[src/rtl/rvvi_retire_buffer.sv]
// rvvi_retire_buffer: elastic FIFO between a core retire port and the RVVI
// coverage sampler. Every in_valid cycle consumes one 64-bit order stamp; records
// that find the FIFO full (with no simultaneous pop) are dropped and raise a
// sticky overflow flag. Head fields are gated to zero while the FIFO is empty.
// Optional feature macro: RVVI_RETIRE_CSR_EN adds one CSR write per record.
module rvvi_retire_buffer #(
  parameter int XLEN  = 64,
  parameter int DEPTH = 8
) (
  input  logic                     clk,
  input  logic                     reset,
  input  logic                     in_valid,
  input  logic [31:0]              in_insn,
  input  logic [XLEN-1:0]          in_pc,
  input  logic                     in_trap,
  input  logic [1:0]               in_mode,
  input  logic                     in_x_wen,
  input  logic [4:0]               in_x_rd,
  input  logic [XLEN-1:0]          in_x_wdata,
  output logic                     out_valid,
  input  logic                     out_ready,
  output logic [63:0]              out_order,
  output logic [31:0]              out_insn,
  output logic [XLEN-1:0]          out_pc,
  output logic                     out_trap,
  output logic [1:0]               out_mode,
  output logic [31:0]              out_x_wb,
  output logic [XLEN-1:0]          out_x_wdata,
  output logic [$clog2(DEPTH):0]   count,
  output logic                     overflow
`ifdef RVVI_RETIRE_CSR_EN
  ,
  input  logic                     in_csr_wen,
  input  logic [11:0]              in_csr_addr,
  input  logic [XLEN-1:0]          in_csr_wdata,
  output logic                     out_csr_wen,
  output logic [11:0]              out_csr_addr,
  output logic [XLEN-1:0]          out_csr_wdata
`endif
);

  localparam int AW = $clog2(DEPTH);
  localparam int CW = AW + 1;

  // Control state
  logic [AW-1:0] wr_ptr_q, wr_ptr_d;
  logic [AW-1:0] rd_ptr_q, rd_ptr_d;
  logic [CW-1:0] count_q, count_d;
  logic [63:0]   order_q, order_d;
  logic          overflow_q, overflow_d;

  // Record storage (not reset: every read is gated by occupancy)
  logic [63:0]      ord_mem_q   [DEPTH];
  logic [31:0]      insn_mem_q  [DEPTH];
  logic [XLEN-1:0]  pc_mem_q    [DEPTH];
  logic             trap_mem_q  [DEPTH];
  logic [1:0]       mode_mem_q  [DEPTH];
  logic             wb_mem_q    [DEPTH];
  logic [4:0]       rd_mem_q    [DEPTH];
  logic [XLEN-1:0]  wdata_mem_q [DEPTH];
`ifdef RVVI_RETIRE_CSR_EN
  logic             cwen_mem_q  [DEPTH];
  logic [11:0]      caddr_mem_q [DEPTH];
  logic [XLEN-1:0]  cdata_mem_q [DEPTH];
`endif

  logic full_s, empty_s, pop_s, push_s, drop_s, wb_en_s;

  assign full_s  = (count_q == CW'(DEPTH));
  assign empty_s = (count_q == {CW{1'b0}});
  assign pop_s   = !empty_s && out_ready;
  assign push_s  = in_valid && (!full_s || pop_s);
  assign drop_s  = in_valid && full_s && !pop_s;
  // x0 writes carry no architectural effect, so they are recorded as no writeback
  assign wb_en_s = in_x_wen && (in_x_rd != 5'd0);

  // Next-state logic for pointers, occupancy, order stamp and sticky overflow
  always_comb begin
    wr_ptr_d   = wr_ptr_q;
    rd_ptr_d   = rd_ptr_q;
    count_d    = count_q;
    order_d    = order_q;
    overflow_d = overflow_q;
    if (push_s) begin
      wr_ptr_d = wr_ptr_q + AW'(1);
    end else begin
      wr_ptr_d = wr_ptr_q;
    end
    if (pop_s) begin
      rd_ptr_d = rd_ptr_q + AW'(1);
    end else begin
      rd_ptr_d = rd_ptr_q;
    end
    if (push_s && !pop_s) begin
      count_d = count_q + CW'(1);
    end else if (pop_s && !push_s) begin
      count_d = count_q - CW'(1);
    end else begin
      count_d = count_q;
    end
    if (in_valid) begin
      order_d = order_q + 64'd1;
    end else begin
      order_d = order_q;
    end
    if (drop_s) begin
      overflow_d = 1'b1;
    end else begin
      overflow_d = overflow_q;
    end
  end

  // Control registers with synchronous reset
  always_ff @(posedge clk) begin
    if (reset) begin
      wr_ptr_q   <= {AW{1'b0}};
      rd_ptr_q   <= {AW{1'b0}};
      count_q    <= {CW{1'b0}};
      order_q    <= 64'd1;
      overflow_q <= 1'b0;
    end else begin
      wr_ptr_q   <= wr_ptr_d;
      rd_ptr_q   <= rd_ptr_d;
      count_q    <= count_d;
      order_q    <= order_d;
      overflow_q <= overflow_d;
    end
  end

  // Record write at the tail; stamp is the pre-increment order value
  always_ff @(posedge clk) begin
    if (push_s && !reset) begin
      ord_mem_q[wr_ptr_q]   <= order_q;
      insn_mem_q[wr_ptr_q]  <= in_insn;
      pc_mem_q[wr_ptr_q]    <= in_pc;
      trap_mem_q[wr_ptr_q]  <= in_trap;
      mode_mem_q[wr_ptr_q]  <= in_mode;
      wb_mem_q[wr_ptr_q]    <= wb_en_s;
      rd_mem_q[wr_ptr_q]    <= in_x_rd;
      wdata_mem_q[wr_ptr_q] <= wb_en_s ? in_x_wdata : {XLEN{1'b0}};
`ifdef RVVI_RETIRE_CSR_EN
      cwen_mem_q[wr_ptr_q]  <= in_csr_wen;
      caddr_mem_q[wr_ptr_q] <= in_csr_wen ? in_csr_addr : 12'd0;
      cdata_mem_q[wr_ptr_q] <= in_csr_wen ? in_csr_wdata : {XLEN{1'b0}};
`endif
    end
  end

  // Head presentation, zeroed while the FIFO is empty
  always_comb begin
    out_valid   = !empty_s;
    out_order   = 64'd0;
    out_insn    = 32'd0;
    out_pc      = {XLEN{1'b0}};
    out_trap    = 1'b0;
    out_mode    = 2'd0;
    out_x_wb    = 32'd0;
    out_x_wdata = {XLEN{1'b0}};
`ifdef RVVI_RETIRE_CSR_EN
    out_csr_wen   = 1'b0;
    out_csr_addr  = 12'd0;
    out_csr_wdata = {XLEN{1'b0}};
`endif
    if (!empty_s) begin
      out_order   = ord_mem_q[rd_ptr_q];
      out_insn    = insn_mem_q[rd_ptr_q];
      out_pc      = pc_mem_q[rd_ptr_q];
      out_trap    = trap_mem_q[rd_ptr_q];
      out_mode    = mode_mem_q[rd_ptr_q];
      out_x_wb    = wb_mem_q[rd_ptr_q] ? (32'd1 << rd_mem_q[rd_ptr_q]) : 32'd0;
      out_x_wdata = wdata_mem_q[rd_ptr_q];
`ifdef RVVI_RETIRE_CSR_EN
      out_csr_wen   = cwen_mem_q[rd_ptr_q];
      out_csr_addr  = caddr_mem_q[rd_ptr_q];
      out_csr_wdata = cdata_mem_q[rd_ptr_q];
`endif
    end else begin
      out_order = 64'd0;
    end
  end

  assign count    = count_q;
  assign overflow = overflow_q;

endmodule

[config.mk]
export PLATFORM = sky130hd
export DESIGN_NAME = rvvi_retire_buffer
export DESIGN_NICKNAME = d
export VERILOG_FILES = /design/src/rtl/rvvi_retire_buffer.sv
export SDC_FILE = /design/constraint.sdc
export NUM_CORES = 2
export LEC_CHECK = 0
export CORE_AREA = 5 5 375 377
export DETAILED_ROUTE_END_ITERATION = 8
export DIE_AREA = 0 0 380 382
export PLACE_DENSITY_LB_ADDON = 0.05
export SLEW_MARGIN = 20
export SYNTH_ARGS = -nofsm -noshare
export SYNTH_HDL_FRONTEND = slang
export SYNTH_SLANG_ARGS = --single-unit
[constraint.sdc]
create_clock -name clk -period 31 [get_ports clk]
set_input_delay 6.2 -clock clk [delete_from_list [all_inputs] [get_ports clk]]
set_output_delay 6.2 -clock clk [all_outputs]
set_load 0.01 [all_outputs]
### Yosys cells after proc, flatten, opt, wreduce, memory -nomap -nowiden

Memories as Yosys holds them, arrays and structs flattened. A register that Yosys moved wholly into a read port is not among the register bits.
Index checks and enable logic that the tools add are counted.

* multiplexer cells: 29
* shifts and indexed selects: 1
* reductions and logical operators: 17
* add/subtract/negate cells: 5
* equality and inequality tests: 1

Operators with widths (count)
* $mux W64: 4
* $mux W32: 3
* $add A64 B1 Y64 const B: 1
* $mux W3: 16
* $shl A1 B5 Y32 const A: 1
* $logic_and A1 B1 Y1: 8
* $mux W4: 2
* $add A3 B1 Y3 const B: 2
* $logic_not A1 Y1: 5
* $reduce_bool A5 Y1: 1
* $add A4 B1 Y4 const B: 1
* $eq A4 B4 Y1 const B: 1
* $logic_not A4 Y1: 1
* $sub A4 B1 Y4 const B: 1
* $mux W1: 3
* $mux W2: 1
* $reduce_bool A2 Y1: 1
* $logic_or A1 B1 Y1: 1

* input port bits: 173
* RAM bits: 1864
* logic and storage cells: 66
* memories: 8
* flip-flop bits (word level): 75

Memory list
* ord_mem_q: depth 8, width 64, read ports 1, clocked after memory_dff 1, write ports 1, RTL line 53 `logic [63:0] ord_mem_q [DEPTH];`
* pc_mem_q: depth 8, width 64, read ports 1, clocked after memory_dff 1, write ports 1, RTL line 55 `logic [XLEN-1:0] pc_mem_q [DEPTH];`
* wdata_mem_q: depth 8, width 64, read ports 1, clocked after memory_dff 1, write ports 1, RTL line 60 `logic [XLEN-1:0] wdata_mem_q [DEPTH];`
* insn_mem_q: depth 8, width 32, read ports 1, clocked after memory_dff 1, write ports 1, RTL line 54 `logic [31:0] insn_mem_q [DEPTH];`
* rd_mem_q: depth 8, width 5, read ports 1, clocked after memory_dff 1, write ports 1, RTL line 59 `logic [4:0] rd_mem_q [DEPTH];`
* mode_mem_q: depth 8, width 2, read ports 1, clocked after memory_dff 1, write ports 1, RTL line 57 `logic [1:0] mode_mem_q [DEPTH];`
* 2 more memories

### Logic depth before layout (Yosys ltp)

* depth in word-level cells: 9
* gate-level depth with buffers: 11

### Worst setup path after synthesis

OpenSTA, ideal clock, no wires.

* path type: input to register
* start: input in_valid
* end: memory insn_mem_q[0][0] (enable)
* data required time: 29.888 ns
* library setup time: 1.112 ns
* stages on the path: 5
* arrival time: 23.087 ns
* path buffers: 1
* setup slack: 6.801 ns
* cell sequence: clkbuf_1 -> inv_1 -> a31oi_1 -> or3b_2 -> nor3_1

* word-level cells in the longest chain between the ends: 4

Ends and longest elaborated chain
* start: declaration: RTL line 12 `input logic in_valid,`
* $logic_and A1 B1 Y1: RTL line 72 `assign push_s = in_valid && (!full_s || pop_s);`
* $logic_and A1 B1 Y1: RTL line 132 `if (push_s && !reset) begin`
* $mux W1: RTL line 132
* $mux W1 (implied by the code): RTL line 134 `insn_mem_q[wr_ptr_q] <= in_insn;`
* end: declaration: RTL line 54

No other way between the ends.

==> results_tabular.tex <==
\begin{tabular}{lr}
\hline
Metric & Value \\
\hline
\multicolumn{2}{l}{\textbf{Min path}} \\
Kind of path behind the tightest hold check & flop to flop \\
\multicolumn{2}{l}{\textbf{Yosys}} \\
Library cell with the largest summed area after synthesis & sky130\_fd\_sc\_hd\_\_edfxtp\_1 \\
Netlist area before placement & 74700 sq um \\
Number of synthesized register bits & 1942 \\
Number of synthesis warnings & 0 \\
Count of different cell masters after synthesis & 39 \\
Average cell area after synthesis & 21.2 sq um \\
Count of flip-flops with a built-in enable after synthesis & 1864 \\
Instance count of the mapped netlist & 3516 \\
Sequential area share after synthesis & 0.771 \\
Most used DFF post-synth & sky130\_fd\_sc\_hd\_\_edfxtp\_1 \\
Fraction of synthesized cell area taken by the top area cell type & 0.750 \\
Net count after synthesis & 3696 \\
Share of flip-flops with an asynchronous set or reset & 0 \\
Synth top area cells & sky130\_fd\_sc\_hd\_\_edfxtp\_1 75\%, sky130\_fd\_sc\_hd\_\_mux4\_2 14\%, sky130\_fd\_sc\_hd\_\_mux2i\_1 3.1\% \\
\multicolumn{2}{l}{\textbf{Clocking}} \\
Maximum clock insertion buffer count & 3 \\
Inserted Clock Buffers & 193 \\
Deepest level of the CTS H-tree & 4 \\
Root Buffer & sky130\_fd\_sc\_hd\_\_clkbuf\_16 \\
Clk\_lat worst skew & 0.80 ns \\
Clock transition at path regs & 0.06 ns \\
CTS Hold Buffers Added & 0 \\
Post-CTS sizing & 0 \\
Clock tree sinks & 1942 \\
Setup bufs post-CTS & 0 \\
TritonCTS clock tree & yes \\
\multicolumn{2}{l}{\textbf{Route}} \\
Routed met3 length & 11.1 mm \\
DRT antenna net count & 0 \\
Average vias per placed instance & 6.03 \\
Total length of routed wires & 170 mm \\
Routed metal-1 wirelength & 68.9 mm \\
Initial DRC count & 2783 \\
\# DRC & 0 \\
DR vias & 36100 \\
Met2 layer wire length in the routed design & 87.1 mm \\
Length of the first detailed-routing pass in iterations & 5 \\
Drt wl/cell & 28.4 microns \\
Top routing layer in use & met5 \\
\multicolumn{2}{l}{\textbf{Layout}} \\
Proportion of layout cells with a drive suffix above 1 & 0.192 \\
Area growth from synthesis to layout & 16.8\% \\
Commonest non-fill, non-tap cell in the layout & sky130\_fd\_sc\_hd\_\_edfxtp\_1 \\
\# nets final & 4210 \\
Final non-filler cell total & 5989 \\
Most frequent cells in the layout & 1864 x sky130\_fd\_sc\_hd\_\_edfxtp\_1, 466 x sky130\_fd\_sc\_hd\_\_mux4\_2, 436 x sky130\_fd\_sc\_hd\_\_clkdlybuf4s50\_1 \\
Final non-filler cell area & 87200 sq um \\
\multicolumn{2}{l}{\textbf{Critical path}} \\
CP required & 24.80 ns \\
Buffering stage count on the worst path with inverters included & 2 \\
WP data arrival & 5.16 ns \\
Startpoint kind of the worst setup timing path & flop \\
Delay of the slowest critical-path stage & 0.85 ns \\
Timing endpoint of the critical path & out\_x\_wb[25] \\
Type of the worst setup path & flop to primary output \\
Endpoint of the worst register-to-register path & ord\_mem\_q[2][60]\$\_DFFE\_PP\_ \\
Nature of the critical path endpoint & primary output \\
Highest net fanout along the worst path & 47 \\
Logic depth of the worst register-to-register path & 7 \\
Cells along the critical path & buf\_4 > mux4\_2 > nor3b\_1 > a31oi\_1 > nand2b\_1 > nor2\_1 > clkdlybuf4s50\_1 \\
Reg2Reg Launch Point & count[0]\$\_SDFFE\_PP0P\_ \\
Cell with the biggest individual delay on the critical path & sky130\_fd\_sc\_hd\_\_buf\_4 \\
CP delay by family, top & buffers and inverters \\
Slack of the worst reg-to-reg path & 25.82 ns \\
Cell depth of the worst setup path & 7 \\
\multicolumn{2}{l}{\textbf{Placed design}} \\
DP HPWL & 93.9 mm \\
Count of buffers inserted at the top-level ports & 437 \\
Post-Place Worst Slack & 19.34 ns \\
Post-placement cell area & 81200 sq um \\
Placed cells & 5629 \\
Routability-driven placement congestion ratio & 0.756 \\
\multicolumn{2}{l}{\textbf{Status}} \\
Status & completed \\
\multicolumn{2}{l}{\textbf{Timing}} \\
Total Neg Setup Slack & 0 ns \\
Max Slew Vio Count & 0 \\
Max Freq & 88.0 MHz \\
Final cycle utilization of the critical path & 0.366 \\
Unrepaired setup endpoints after global routing & no \\
Final worst-path setup slack & 19.64 ns \\
Minimum clock period & 11.36 ns \\
Final setup vio count & 0 \\
Relative slew slack & 0.262 \\
Final count of hold timing violations & 0 \\
Final Skew & 0.0229 ns \\
Actual slew at the worst max-slew pin & 1.11 ns \\
\multicolumn{2}{l}{\textbf{Floorplan}} \\
Chip Width & 380 microns \\
Site row count & 136 \\
Core area & 137000 sq um \\
Top Ports & 438 \\
Die height & 382 microns \\
Starting utilization of the core area & 0.546 \\
Total Die Area & 145000 sq um \\
\multicolumn{2}{l}{\textbf{GRT}} \\
Largest net degree at the start of global routing & 148 \\
Number of global-route vias before repair & 38500 \\
Number of antenna violations at the first check in global routing & 16 \\
Grt ovf & 0 \\
Global-route total usage across every layer & 0.236 \\
Global-route wire length before repair & 253 mm \\
\multicolumn{2}{l}{\textbf{Power and ir drop}} \\
Peak VDD IR & 0.0000795 V \\
Power per cell area & 79.2 nW/um\^{}2 \\
Static leakage power & 26.6 nW \\
\multicolumn{2}{l}{\textbf{Run}} \\
Number of max-cap violations & 0 \\
\hline
\end{tabular}
## report_power, final
group | switching, mW | internal, mW
Sequential | 0.0368 | 2.93
Combinational | 0.876 | 0.869
Clock | 0.930 | 1.26
## how the worst min path moves through the flow
stage                        startpoint  depth (start not counted)                     to
3_5_place_dp      overflow$_SDFFE_PP0P_                          2  overflow$_SDFFE_PP0P_
2_1_floorplan  rd_ptr_q[1]$_SDFFE_PP0N_                          2                   flop
4_1_cts           overflow$_SDFFE_PP0P_                          2  overflow$_SDFFE_PP0P_
6_report          overflow$_SDFFE_PP0P_                          2  overflow$_SDFFE_PP0P_
5_1_grt        rd_ptr_q[1]$_SDFFE_PP0N_                          2                   flop
3_3_place_gp      overflow$_SDFFE_PP0P_                          2  overflow$_SDFFE_PP0P_
## per-layer routing
layer | up-vias | GRT usage
met5 | - | 0
met1 | 19400 | 0.317
met4 | 8 | 0.0548
met2 | 1062 | 0.401
met3 | 196 | 0.0521
li1 | 15500 | -
## final cells by class
cell class,count,area [sq um]
Inverter,12,45.0
Clock inverter,98,726
Fill cell,9348,49600
Tap cell,1794,2240
Timing Repair Buffer,501,4970
Antenna cell,10,25.0
Clock buffer,252,5220
Multi-Input combinational cell,1380,16400
Sequential cell,1942,57500
## registers in the layout (all words and copies together), names as in the netlist, named ones only
register and flops:
insn_mem_q 256, trap_mem_q 8, wr_ptr_q 3, overflow 1
wb_mem_q 8, wdata_mem_q 512, rd_mem_q 40, mode_mem_q 16
count 4, ord_mem_q 512, pc_mem_q 512, order_q 64
rd_ptr_q 3
## worst min-delay path, cell delays in order, from the launching register on
cell and delay [ns]:
sky130_fd_sc_hd__dfxtp_1 0.33, sky130_fd_sc_hd__a41oi_1 0.05, sky130_fd_sc_hd__nor2_1 0.08
## stage by stage
stage,util,hold slack (ns),power [mW]
after floorplan,-,0.454,4.08
after global placement,0.593,0.472,4.78
after detailed placement,0.594,0.480,4.81
after CTS,0.637,0.493,7.00
after global routing,0.637,0.532,7.21
final,0.637,0.495,6.91
## cells in the mapped netlist, types with 2 or more instances
| cell type | number |
|---|---|
| sky130_fd_sc_hd__a21oi_1 | 30 |
| sky130_fd_sc_hd__a31oi_1 | 7 |
| sky130_fd_sc_hd__and2_1 | 65 |
| sky130_fd_sc_hd__and3_1 | 6 |
| sky130_fd_sc_hd__and4_1 | 3 |
| sky130_fd_sc_hd__buf_1 | 41 |
| sky130_fd_sc_hd__buf_2 | 42 |
| sky130_fd_sc_hd__clkbuf_1 | 98 |
| sky130_fd_sc_hd__dfxtp_1 | 78 |
| sky130_fd_sc_hd__edfxtp_1 | 1864 |
| sky130_fd_sc_hd__ha_1 | 6 |
| sky130_fd_sc_hd__inv_1 | 12 |
| sky130_fd_sc_hd__mux2i_1 | 230 |
| sky130_fd_sc_hd__mux4_2 | 466 |
| sky130_fd_sc_hd__nand2_1 | 30 |
| sky130_fd_sc_hd__nand2b_1 | 11 |
| sky130_fd_sc_hd__nand3_1 | 29 |
| sky130_fd_sc_hd__nand3b_1 | 3 |
| sky130_fd_sc_hd__nand4_1 | 23 |
| sky130_fd_sc_hd__nand4_2 | 2 |
| sky130_fd_sc_hd__nor2_1 | 320 |
| sky130_fd_sc_hd__nor3_1 | 15 |
| sky130_fd_sc_hd__nor3b_1 | 5 |
| sky130_fd_sc_hd__nor4_1 | 13 |
| sky130_fd_sc_hd__o21a_1 | 3 |
| sky130_fd_sc_hd__o21ai_0 | 19 |
| sky130_fd_sc_hd__o31ai_1 | 6 |
| sky130_fd_sc_hd__or3_1 | 23 |
| sky130_fd_sc_hd__or3b_2 | 2 |
| sky130_fd_sc_hd__or4_1 | 10 |
| sky130_fd_sc_hd__or4_4 | 2 |
| sky130_fd_sc_hd__xnor2_1 | 21 |
| sky130_fd_sc_hd__xor2_1 | 25 |
## kinds of logic (layout without fill, tap and decap cells)
group | Yosys count | in the layout | synth area share
other | 0 | 10 | 0
AO/OA/AOI/OAI | 67 | 67 | 0.00499
AND/OR/NAND/NOR | 564 | 564 | 0.0356
XOR/XNOR | 46 | 46 | 0.00540
flip-flops | 1942 | 1942 | 0.771
multiplexers | 696 | 696 | 0.171
buffers and inverters | 194 | 863 | 0.0106
adder cells (fa/ha/maj) | 7 | 7 | 0.00127
(Power assumes the default switching activity.)
